==> config.mk <==
export PLATFORM = sky130hd
export DESIGN_NAME = decoder_scan
export DESIGN_NICKNAME = d
export VERILOG_FILES = /design/src/rtl/decoder_scan.sv
export SDC_FILE = /design/constraint.sdc
export NUM_CORES = 1
export LEC_CHECK = 0
export CAP_MARGIN = 25
export CORE_ASPECT_RATIO = 0.5
export CORE_MARGIN = 4
export CORE_UTILIZATION = 41
export CTS_CLUSTER_SIZE = 10
export DETAILED_ROUTE_END_ITERATION = 16
export GPL_TIMING_DRIVEN = 0
export PLACE_DENSITY = 0.67
export SYNTH_ARGS = -nofsm -noshare
export SYNTH_HDL_FRONTEND = slang
export SYNTH_SLANG_ARGS = --single-unit
==> constraint.sdc <==
create_clock -name clk -period 2.45 [get_ports clk]
set_clock_uncertainty 0.2 [all_clocks]
set_input_delay 0.49 -clock clk [delete_from_list [all_inputs] [get_ports clk]]
set_output_delay 0.49 -clock clk [all_outputs]
set_load 0.05 [all_outputs]
==> src/rtl/decoder_scan.sv <==
// N-to-2^N one-hot decoder with registered outputs: direct (address handshake) and scan (dwell-timed walk) modes.
// Optional break-before-make blanking between index changes when DECODER_SCAN_BLANK_EN is defined.
module decoder_scan #(
    parameter int N     = 4,
    parameter int DWELL = 4
) (
    input  logic               clk,
    input  logic               rst_n,
    input  logic               en,
    input  logic               mode,
    input  logic               addr_valid,
    input  logic [N-1:0]       addr,
    output logic               addr_ready,
    output logic [2**N-1:0]    o,
    output logic [N-1:0]       cur,
    output logic               wrap
);
    localparam int W  = 2**N;
    localparam int CW = $clog2(DWELL+1);
    localparam logic [W-1:0]  ONE  = 1;
    localparam logic [N-1:0]  IONE = 1;
    localparam logic [CW-1:0] LAST = CW'(DWELL-1);

`ifdef DECODER_SCAN_BLANK_EN
    typedef enum logic [1:0] {IDLE, DIRECT, SCAN, BLANK} state_t;
`else
    typedef enum logic [1:0] {IDLE, DIRECT, SCAN} state_t;
`endif

    state_t          state_q, state_d;
    logic [W-1:0]    o_q, o_d;
    logic [N-1:0]    cur_q, cur_d;
    logic            wrap_q, wrap_d;
    logic [CW-1:0]   cnt_q, cnt_d;
`ifdef DECODER_SCAN_BLANK_EN
    logic [N-1:0]    pend_q, pend_d;
    logic            bscan_q, bscan_d;
`endif
    logic            accept, dwell_done;

    assign addr_ready = rst_n & en & ~mode & (state_q == DIRECT);
    assign accept     = addr_valid & addr_ready;
    assign dwell_done = (cnt_q == LAST);

    always_ff @(posedge clk) begin
        if (!rst_n) begin
            state_q <= IDLE;
            o_q     <= '0;
            cur_q   <= '0;
            wrap_q  <= 1'b0;
            cnt_q   <= '0;
`ifdef DECODER_SCAN_BLANK_EN
            pend_q  <= '0;
            bscan_q <= 1'b0;
`endif
        end else begin
            state_q <= state_d;
            o_q     <= o_d;
            cur_q   <= cur_d;
            wrap_q  <= wrap_d;
            cnt_q   <= cnt_d;
`ifdef DECODER_SCAN_BLANK_EN
            pend_q  <= pend_d;
            bscan_q <= bscan_d;
`endif
        end
    end

    // A mode change lands in the new mode's state exactly as if entered from IDLE.
    always_comb begin
        state_d = state_q;
        if (!en) begin
            state_d = IDLE;
        end else begin
            case (state_q)
                IDLE:   state_d = mode ? SCAN : DIRECT;
`ifdef DECODER_SCAN_BLANK_EN
                DIRECT: if (mode) state_d = SCAN;
                        else if (accept && !o_q[addr]) state_d = BLANK;
                SCAN:   if (!mode) state_d = DIRECT;
                        else if (dwell_done) state_d = BLANK;
                BLANK:  state_d = mode ? SCAN : DIRECT;
`else
                DIRECT: if (mode) state_d = SCAN;
                SCAN:   if (!mode) state_d = DIRECT;
`endif
                default: state_d = IDLE;
            endcase
        end
    end

    always_comb begin
        o_d    = o_q;
        cur_d  = cur_q;
        wrap_d = 1'b0;
        cnt_d  = cnt_q;
`ifdef DECODER_SCAN_BLANK_EN
        pend_d  = pend_q;
        bscan_d = bscan_q;
`endif
        if (!en) begin
            o_d   = '0;
            cnt_d = '0;
        end else begin
            case (state_q)
                IDLE, DIRECT: begin
                    if (mode) begin
                        cur_d = '0;
                        o_d   = ONE;
                        cnt_d = '0;
                    end else if (state_q == IDLE) begin
                        o_d   = '0;
                        cnt_d = '0;
                    end else if (accept && !o_q[addr]) begin
`ifdef DECODER_SCAN_BLANK_EN
                        o_d     = '0;
                        pend_d  = addr;
                        bscan_d = 1'b0;
`else
                        o_d   = ONE << addr;
                        cur_d = addr;
`endif
                    end
                end
                SCAN: begin
                    if (!mode) begin
                        o_d   = '0;
                        cnt_d = '0;
                    end else if (dwell_done) begin
                        cnt_d = '0;
`ifdef DECODER_SCAN_BLANK_EN
                        o_d     = '0;
                        pend_d  = cur_q + IONE;
                        bscan_d = 1'b1;
`else
                        cur_d  = cur_q + IONE;
                        o_d    = ONE << (cur_q + IONE);
                        wrap_d = (cur_q == '1);
`endif
                    end else begin
                        cnt_d = cnt_q + 1'b1;
                    end
                end
`ifdef DECODER_SCAN_BLANK_EN
                BLANK: begin
                    if (mode != bscan_q) begin
                        cnt_d = '0;
                        if (mode) begin
                            cur_d = '0;
                            o_d   = ONE;
                        end else begin
                            o_d = '0;
                        end
                    end else begin
                        cur_d  = pend_q;
                        o_d    = ONE << pend_q;
                        wrap_d = bscan_q && (pend_q == '0);
                    end
                end
`endif
                default: ;
            endcase
        end
    end

    assign o    = o_q;
    assign cur  = cur_q;
    assign wrap = wrap_q;

endmodule

==> out/qor.csv, run 1 <==
stage,metric,value,unit
outcome,outcome,finished clean,
flow_run,max-cap check violation count,0,
logic_synthesis,syn_area_per_cell,8.05,um2
sta,fin. max-slew vios,0,
cells_and_area,"commonest cells after routing, fill and taps aside","a21oi_1, dfxtp_1, clkdlybuf4s50_1",
worst_setup_path,CP arrival,2330,ps
route,initial drt markers,166,
floorplanning,Die W,99.0,um
clock_network,CTS H-tree depth,1,
cells_and_area,fillers,368,
cells_and_area,final net count,258,
floorplanning,DIE AREA,5300,um2
worst_setup_path,WS Path Type,in -> reg,
worst_setup_path,Critical Path Start Type,input pin,
floorplanning,Cell Rows,16,
place,Inst Count DP,292,
worst_setup_path,worst path cell trace,"buf_2, buf_4, mux2i_1, a22oi_2, a211oi_2, or3_1, buf_6, and2_4, buf_6, buf_12, a211oi_2",
global_routing,first-pass GRT wire length,8490,um
worst_setup_path,worst r2r path cells,9,
route,post-DR wirelength/cell,17.0,um
worst_setup_path,"reg-to-reg slack, setup",200,ps
route,via count,1778,
cells_and_area,Final Non-Filler Cells,296,
power_and_ir_drop,static leakage,0.761,nW
clock_network,CTS tree,built,
logic_synthesis,most area-hungry cell type in the Yosys netlist,dfxtp_1,
route,antenna-violating nets left,0,
route,drt total wl,5050,um
logic_synthesis,"FF+latch count, synth",26,
route,drc violations,0,
logic_synthesis,"Net Count, Synth",226,
worst_setup_path,crit-path max FO,10,
worst_setup_path,Worst path depth,11,
cells_and_area,share of layout cells above drive strength 1,0.165,
sta,final hold vios,0,
sta,worst hold slack,265,ps
floorplanning,Die Y-Extent,53.5,um
logic_synthesis,Yosys top cell area share,0.307,
sta,final setup vio count,0,
clock_network,CTS Buf Count,3,
clock_network,"CTS clk-pin slew, worst paths",100,ps
place,placed wire-length estimate,3700,um
global_routing,number of global-route vias before repair,1673,
sta,Final period util,0.948,
worst_setup_path,Critical Path RT,2460,ps
logic_synthesis,sequential cell area fraction in the yosys report,0.307,
worst_setup_path,Worst path top cell family by delay,buffers and inverters,
worst_setup_path,reg2reg end,o[15],
cells_and_area,Area Overhead vs Synth,27.4,%
route,drt first pass iters,4,
worst_setup_path,worst path bufs/invs,5,
worst_setup_path,crit path from,addr[1],
logic_synthesis,Post-Syn Area,1700,um2
cells_and_area,Layout Utilization,0.549,
logic_synthesis,synth warn,0,
place,Port Buffers,27,
clock_network,clk_lat worst skew,280,ps
worst_setup_path,Worst path slowest cell,or3_1,
clock_network,cts hold-fix bufs,0,
sta,RSZ-0062 raised after global routing,no,
sta,Slew @ Worst Pin,717,ps
logic_synthesis,top post-synthesis cells by area,"dfxtp_1, a21oi_1, a211oi_2",
clock_network,root buf cell,clkbuf_8,
cells_and_area,Antenna diodes,0,
sta,Slew HR,0.521,
worst_setup_path,critical path capture point type,register,
logic_synthesis,Yosys cell types,38,
clock_network,Clock Sinks,26,
global_routing,number of antenna violations at the first check in global routing,0,
global_routing,largest net degree at the start of global routing,16,
clock_network,Clock Tree Buf Depth,2,
power_and_ir_drop,Max IR drop VDD,0.199,mV
place,GPL Wtd Cong,0.972,
floorplanning,I/O Pins,31,
logic_synthesis,synthesized instance count,211,
worst_setup_path,"slowest stage delay, CP",330,ps
floorplanning,area of the core,3940,um2
worst_setup_path,Setup crit end,o[15],
floorplanning,Starting Density,0.431,
worst_setup_path,reg2reg start,o[7],
power_and_ir_drop,Cell Pwr Density,461,nW/um2
global_routing,grt ovf,0,
sta,Max Clock Freq,0.431,GHz
global_routing,Global Route Usage Sum,0.201,
route,Vias/cell,6.01,
min_path,HP Class,reg -> reg,
sta,post-route minimum period,2320,ps
## logic make-up after synthesis
| family | count (synthesis) | share of synthesized area |
|---|---|---|
| fa+ha+maj | 6 | 0.0442 |
| simple gates | 68 | 0.203 |
| buf+inv | 24 | 0.0796 |
| mux | 8 | 0.0472 |
| xor+xnor | 3 | 0.0155 |
| flops | 26 | 0.307 |
| compound gates | 76 | 0.304 |
## synthesized netlist by cell type
| library cell | instances |
|---|---|
| a211oi_1 | 8 |
| a211oi_2 | 9 |
| a21oi_1 | 26 |
| a22oi_1 | 4 |
| a31oi_1 | 16 |
| and2_1 | 2 |
| and2_4 | 1 |
| and2b_1 | 1 |
| and3_1 | 3 |
| buf_12 | 1 |
| buf_2 | 2 |
| buf_4 | 1 |
| buf_6 | 3 |
| clkbuf_1 | 11 |
| clkinv_1 | 1 |
| dfxtp_1 | 26 |
| ha_1 | 6 |
| inv_1 | 5 |
| mux2i_1 | 8 |
| nand2_1 | 10 |
| nand2b_1 | 4 |
| nand3_1 | 6 |
| nand4_1 | 6 |
| nand4b_1 | 1 |
| nor2_1 | 20 |
| nor2b_1 | 2 |
| nor3_1 | 5 |
| nor3b_1 | 1 |
| nor4_1 | 3 |
| o21a_1 | 2 |
| o21ai_0 | 6 |
| o21ai_1 | 2 |
| o32ai_1 | 1 |
| o41a_1 | 1 |
| o41ai_1 | 1 |
| or3_1 | 3 |
| xnor2_1 | 2 |
| xor2_1 | 1 |
## worst register-to-register path, delay by kind of cell, from the launching register on
family,cells,cell delay (ps)
compound gates,3,550
buf+inv,3,420
flops,1,390
mux,1,110
simple gates,2,500
## flip-flops by register name, indices dropped and copies added, names as in the netlist
register and cells:
cnt_q 3, cur 4, o 16, state_q 2, wrap 1
## where the power goes
| group | total (mW) | switching (mW) | internal [mW] |
|---|---|---|---|
| Combinational | 0.191 | 0.123 | 0.0687 |
| Clock | 0.364 | 0.145 | 0.219 |
| Sequential | 0.442 | 0.00997 | 0.432 |
## routing by layer
layer  vias to the layer above  part of all wire  track usage
li1                        849                 -            -
met1                       874              0.47        0.275
met2                        53              0.48        0.342
met3                         2             0.049       0.0382
met4                         0            0.0016       0.0272
met5                         -                 0            0
## per-stage QoR
step                      setup WS, ps  setup TNS (ps)  power (mW)  area (um2)
after detailed placement          -931          -14860       0.633        2040
final                              127               0       0.997        2160
after floorplan                   19.2               0       0.576        1700
after global routing              18.1               0        1.04        2160
after CTS                         26.0               0       0.996        2140
after global placement            -919          -14690       0.629        2040
## worst min-delay path by stage
stage,end,slack (ps),startpoint,cells after the start
after detailed placement,cnt_q[2],260,cnt_q[2],2
final,cnt_q[2],270,cnt_q[2],2
after floorplan,cnt_q[2],230,cnt_q[2],2
after global routing,o[0],300,o[0],2
after global placement,cnt_q[2],250,cnt_q[2],2
after CTS,cnt_q[2],270,cnt_q[2],2
## repair_timing
action / in CTS / in global routing
resized for setup: 18 / 11
pin swaps: 3 / 1
setup endpoints to repair: 21 / 19
setup buffers: 2 / 0
## area by class of cell
cell class / instances / area [um2] / area share
Clock buffer: 3 / 41.3 / 0.0191
Tap cell: 54 / 67.6 / 0.0312
Clock inverter: 1 / 30.0 / 0.0139
Multi-Input combinational cell: 161 / 1090 / 0.503
Sequential cell: 26 / 520 / 0.241
Timing Repair Buffer: 29 / 277 / 0.128
Inverter: 6 / 23.8 / 0.0110
Buffer: 16 / 115 / 0.0532
(Power assumes the default switching activity.)
==> run 2, diff against run 1 <==
--- a/config.mk
+++ b/config.mk
@@ -11,7 +11,6 @@
 export CORE_UTILIZATION = 41
 export CTS_CLUSTER_SIZE = 10
 export DETAILED_ROUTE_END_ITERATION = 16
-export GPL_TIMING_DRIVEN = 0
 export PLACE_DENSITY = 0.67
 export SYNTH_ARGS = -nofsm -noshare
 export SYNTH_HDL_FRONTEND = slang
==> out/qor.csv, run 2 (synthesis results as in run 1) <==
stage,metric,value,unit,change
worst_setup_path,Worst path slowest cell,clkdlybuf4s50_1,,
route,drt total wl,5240,um,+3.9%
sta,Slew @ Worst Pin,516,ps,-200 ps
min_path,HP Class,reg -> reg,,
sta,final worst slack,116,ps,-11.6 ps
global_routing,largest net degree at the start of global routing,20,,+4
route,drc violations,0,,unchanged
floorplanning,Cell Rows,16,,unchanged
place,Inst Count DP,300,,+2.7%
sta,Final period util,0.953,,+0.00472
worst_setup_path,Worst path top cell family by delay,buffers and inverters,,
clock_network,CTS H-tree depth,1,,unchanged
place,pre-CTS setup slack,-347,ps,+584 ps
clock_network,CTS Buf Count,3,,unchanged
place,Port Buffers,30,,+11%
global_routing,number of antenna violations at the first check in global routing,0,,unchanged
worst_setup_path,crit-path max FO,8,,-2
worst_setup_path,worst path cell trace,"clkdlybuf4s50_1, buf_4, nand2_1, nor3_2, buf_12",,
global_routing,grt ovf,0,,unchanged
place,GPL Wtd Cong,0.965,,-0.68%
clock_network,CTS tree,built,,
global_routing,number of global-route vias before repair,1635,,-2.3%
worst_setup_path,Critical Path Start Type,input pin,,
cells_and_area,Antenna diodes,0,,unchanged
floorplanning,Die Y-Extent,53.5,um,unchanged
floorplanning,Die W,99.0,um,unchanged
clock_network,"CTS clk-pin slew, worst paths",100,ps,about the same
cells_and_area,Final Non-Filler Cells,305,,+3.0%
floorplanning,Starting Density,0.431,,unchanged
cells_and_area,max reg flops,16,,unchanged
worst_setup_path,Critical Path RT,1760,ps,-700 ps
sta,final setup vio count,0,,unchanged
cells_and_area,fillers,361,,-1.9%
clock_network,Clock Sinks,26,,unchanged
worst_setup_path,WS Path Type,in -> out,,
floorplanning,DIE AREA,5300,um2,unchanged
route,post-DR wirelength/cell,17.2,um,+0.84%
power_and_ir_drop,"Power, Total",0.912,mW,-8.5%
power_and_ir_drop,Cell Pwr Density,390,nW/um2,-15%
route,Vias/cell,5.82,,-3.1%
flow_run,max-cap check violation count,0,,unchanged
route,via count,1776,,-0.11%
sta,RSZ-0062 raised after global routing,no,,
clock_network,root buf cell,clkbuf_8,,
worst_setup_path,CP arrival,1640,ps,-690 ps
cells_and_area,final net count,268,,+3.9%
place,placed wire-length estimate,3820,um,+3.2%
sta,Max Clock Freq,0.428,GHz,-0.49%
power_and_ir_drop,static leakage,0.833,nW,+9.5%
place,Placement Cell Area,2140,um2,+4.9%
worst_setup_path,"slowest stage delay, CP",470,ps,+140 ps
sta,post-route minimum period,2330,ps,+11.6 ps
cells_and_area,Area Overhead vs Synth,37.5,%,
clock_network,cts hold-fix bufs,0,,unchanged
route,drt first pass iters,4,,unchanged
clock_network,clk_lat worst skew,280,ps,about the same
route,initial drt markers,109,,-34%
cells_and_area,"commonest cells after routing, fill and taps aside","dfxtp_1, clkdlybuf4s50_1, buf_4",,
global_routing,first-pass GRT wire length,8530,um,+0.41%
sta,setup_tns,0,ps,unchanged
floorplanning,I/O Pins,31,,unchanged
worst_setup_path,"reg-to-reg slack, setup",410,ps,+210 ps
worst_setup_path,critical path capture point type,output port,,
sta,fin. max-slew vios,0,,unchanged
global_routing,Global Route Usage Sum,0.203,,+0.00194
floorplanning,area of the core,3940,um2,unchanged
sta,Slew HR,0.655,,+0.134
route,antenna-violating nets left,0,,unchanged
sta,final hold vios,0,,unchanged
cells_and_area,share of layout cells above drive strength 1,0.251,,+0.0857
power_and_ir_drop,Max IR drop VDD,0.239,mV,+20%
clock_network,Clock Tree Buf Depth,2,,unchanged
cells_and_area,design area,2330,um2,+7.9%
worst_setup_path,worst path bufs/invs,3,,-2
outcome,outcome,finished clean,,
[run 2: changes by cell type in the layout (fill, tap and decap cells not counted), sizes merged]
cell and change:
buf +14, clkbuf -9, clkdlybuf4s50 +3, dlymetal6s2s +2, and2 +1, bufinv -1, dlygate4sd2 -1
[run 2: final timing paths]
check                                start         end  depth (start not counted)
worst max-delay path                 rst_n  addr_ready                          5
worst max register to register  state_q[1]        o[8]                          7
worst min-delay path              cnt_q[2]    cnt_q[2]                          2
worst min register to register    cnt_q[2]    cnt_q[2]                          2
[run 2: layout make-up]
cell class                      instances  area (um2)  share of cell area
Clock buffer                            3        41.3              0.0177
Timing Repair Buffer                   54         514               0.220
Sequential cell                        26         520               0.223
Tap cell                               54        67.6              0.0289
Inverter                                6        22.5             0.00965
Multi-Input combinational cell        162        1170               0.501
[run 2: per-layer routing]
metal,routed length [um],up-vias,track usage,part of all wire
met1,2540,852,0.285,0.48
met5,0,-,0,0
met2,2350,54,0.328,0.45
met4,61,0,0.0385,0.012
li1,-,864,-,-
met3,288,6,0.0408,0.055
[run 2: metrics by stage]
step                 util  hold slack (ps)
floorplan               -              230
global placement    0.543              247
detailed placement  0.543              250
CTS                 0.564              264
global route        0.592              288
finish              0.592              261
[run 2: timing repair]
item | CTS | global route
pin swaps | 0 | 4
buffers inserted | 0 | 1
cloned | 1 | 0
gates resized for setup | 8 | 24
setup endpoints to repair | 18 | 19
[run 2: power breakdown]
| part | switching [mW] | internal, mW | leakage [nW] |
|---|---|---|---|
| combinational | 0.125 | 0.0871 | 0.601 |
| clock | 0.144 | 0.111 | 0.0216 |
| sequential | 0.0132 | 0.432 | 0.211 |
[run 2: tightest hold or removal path, delay by kind of cell (launching register included)]
kind	cells	cell delay, ps
DFF	1	330
and+or+nand+nor	2	100
==> run 3, diff against run 2 <==
--- a/config.mk
+++ b/config.mk
@@ -15,3 +15,4 @@
 export SYNTH_ARGS = -nofsm -noshare
 export SYNTH_HDL_FRONTEND = slang
 export SYNTH_SLANG_ARGS = --single-unit
+export TNS_END_PERCENT = 30
==> results of run 3 <==
The final DEF is identical to that of run 2; final timing and power are the same.
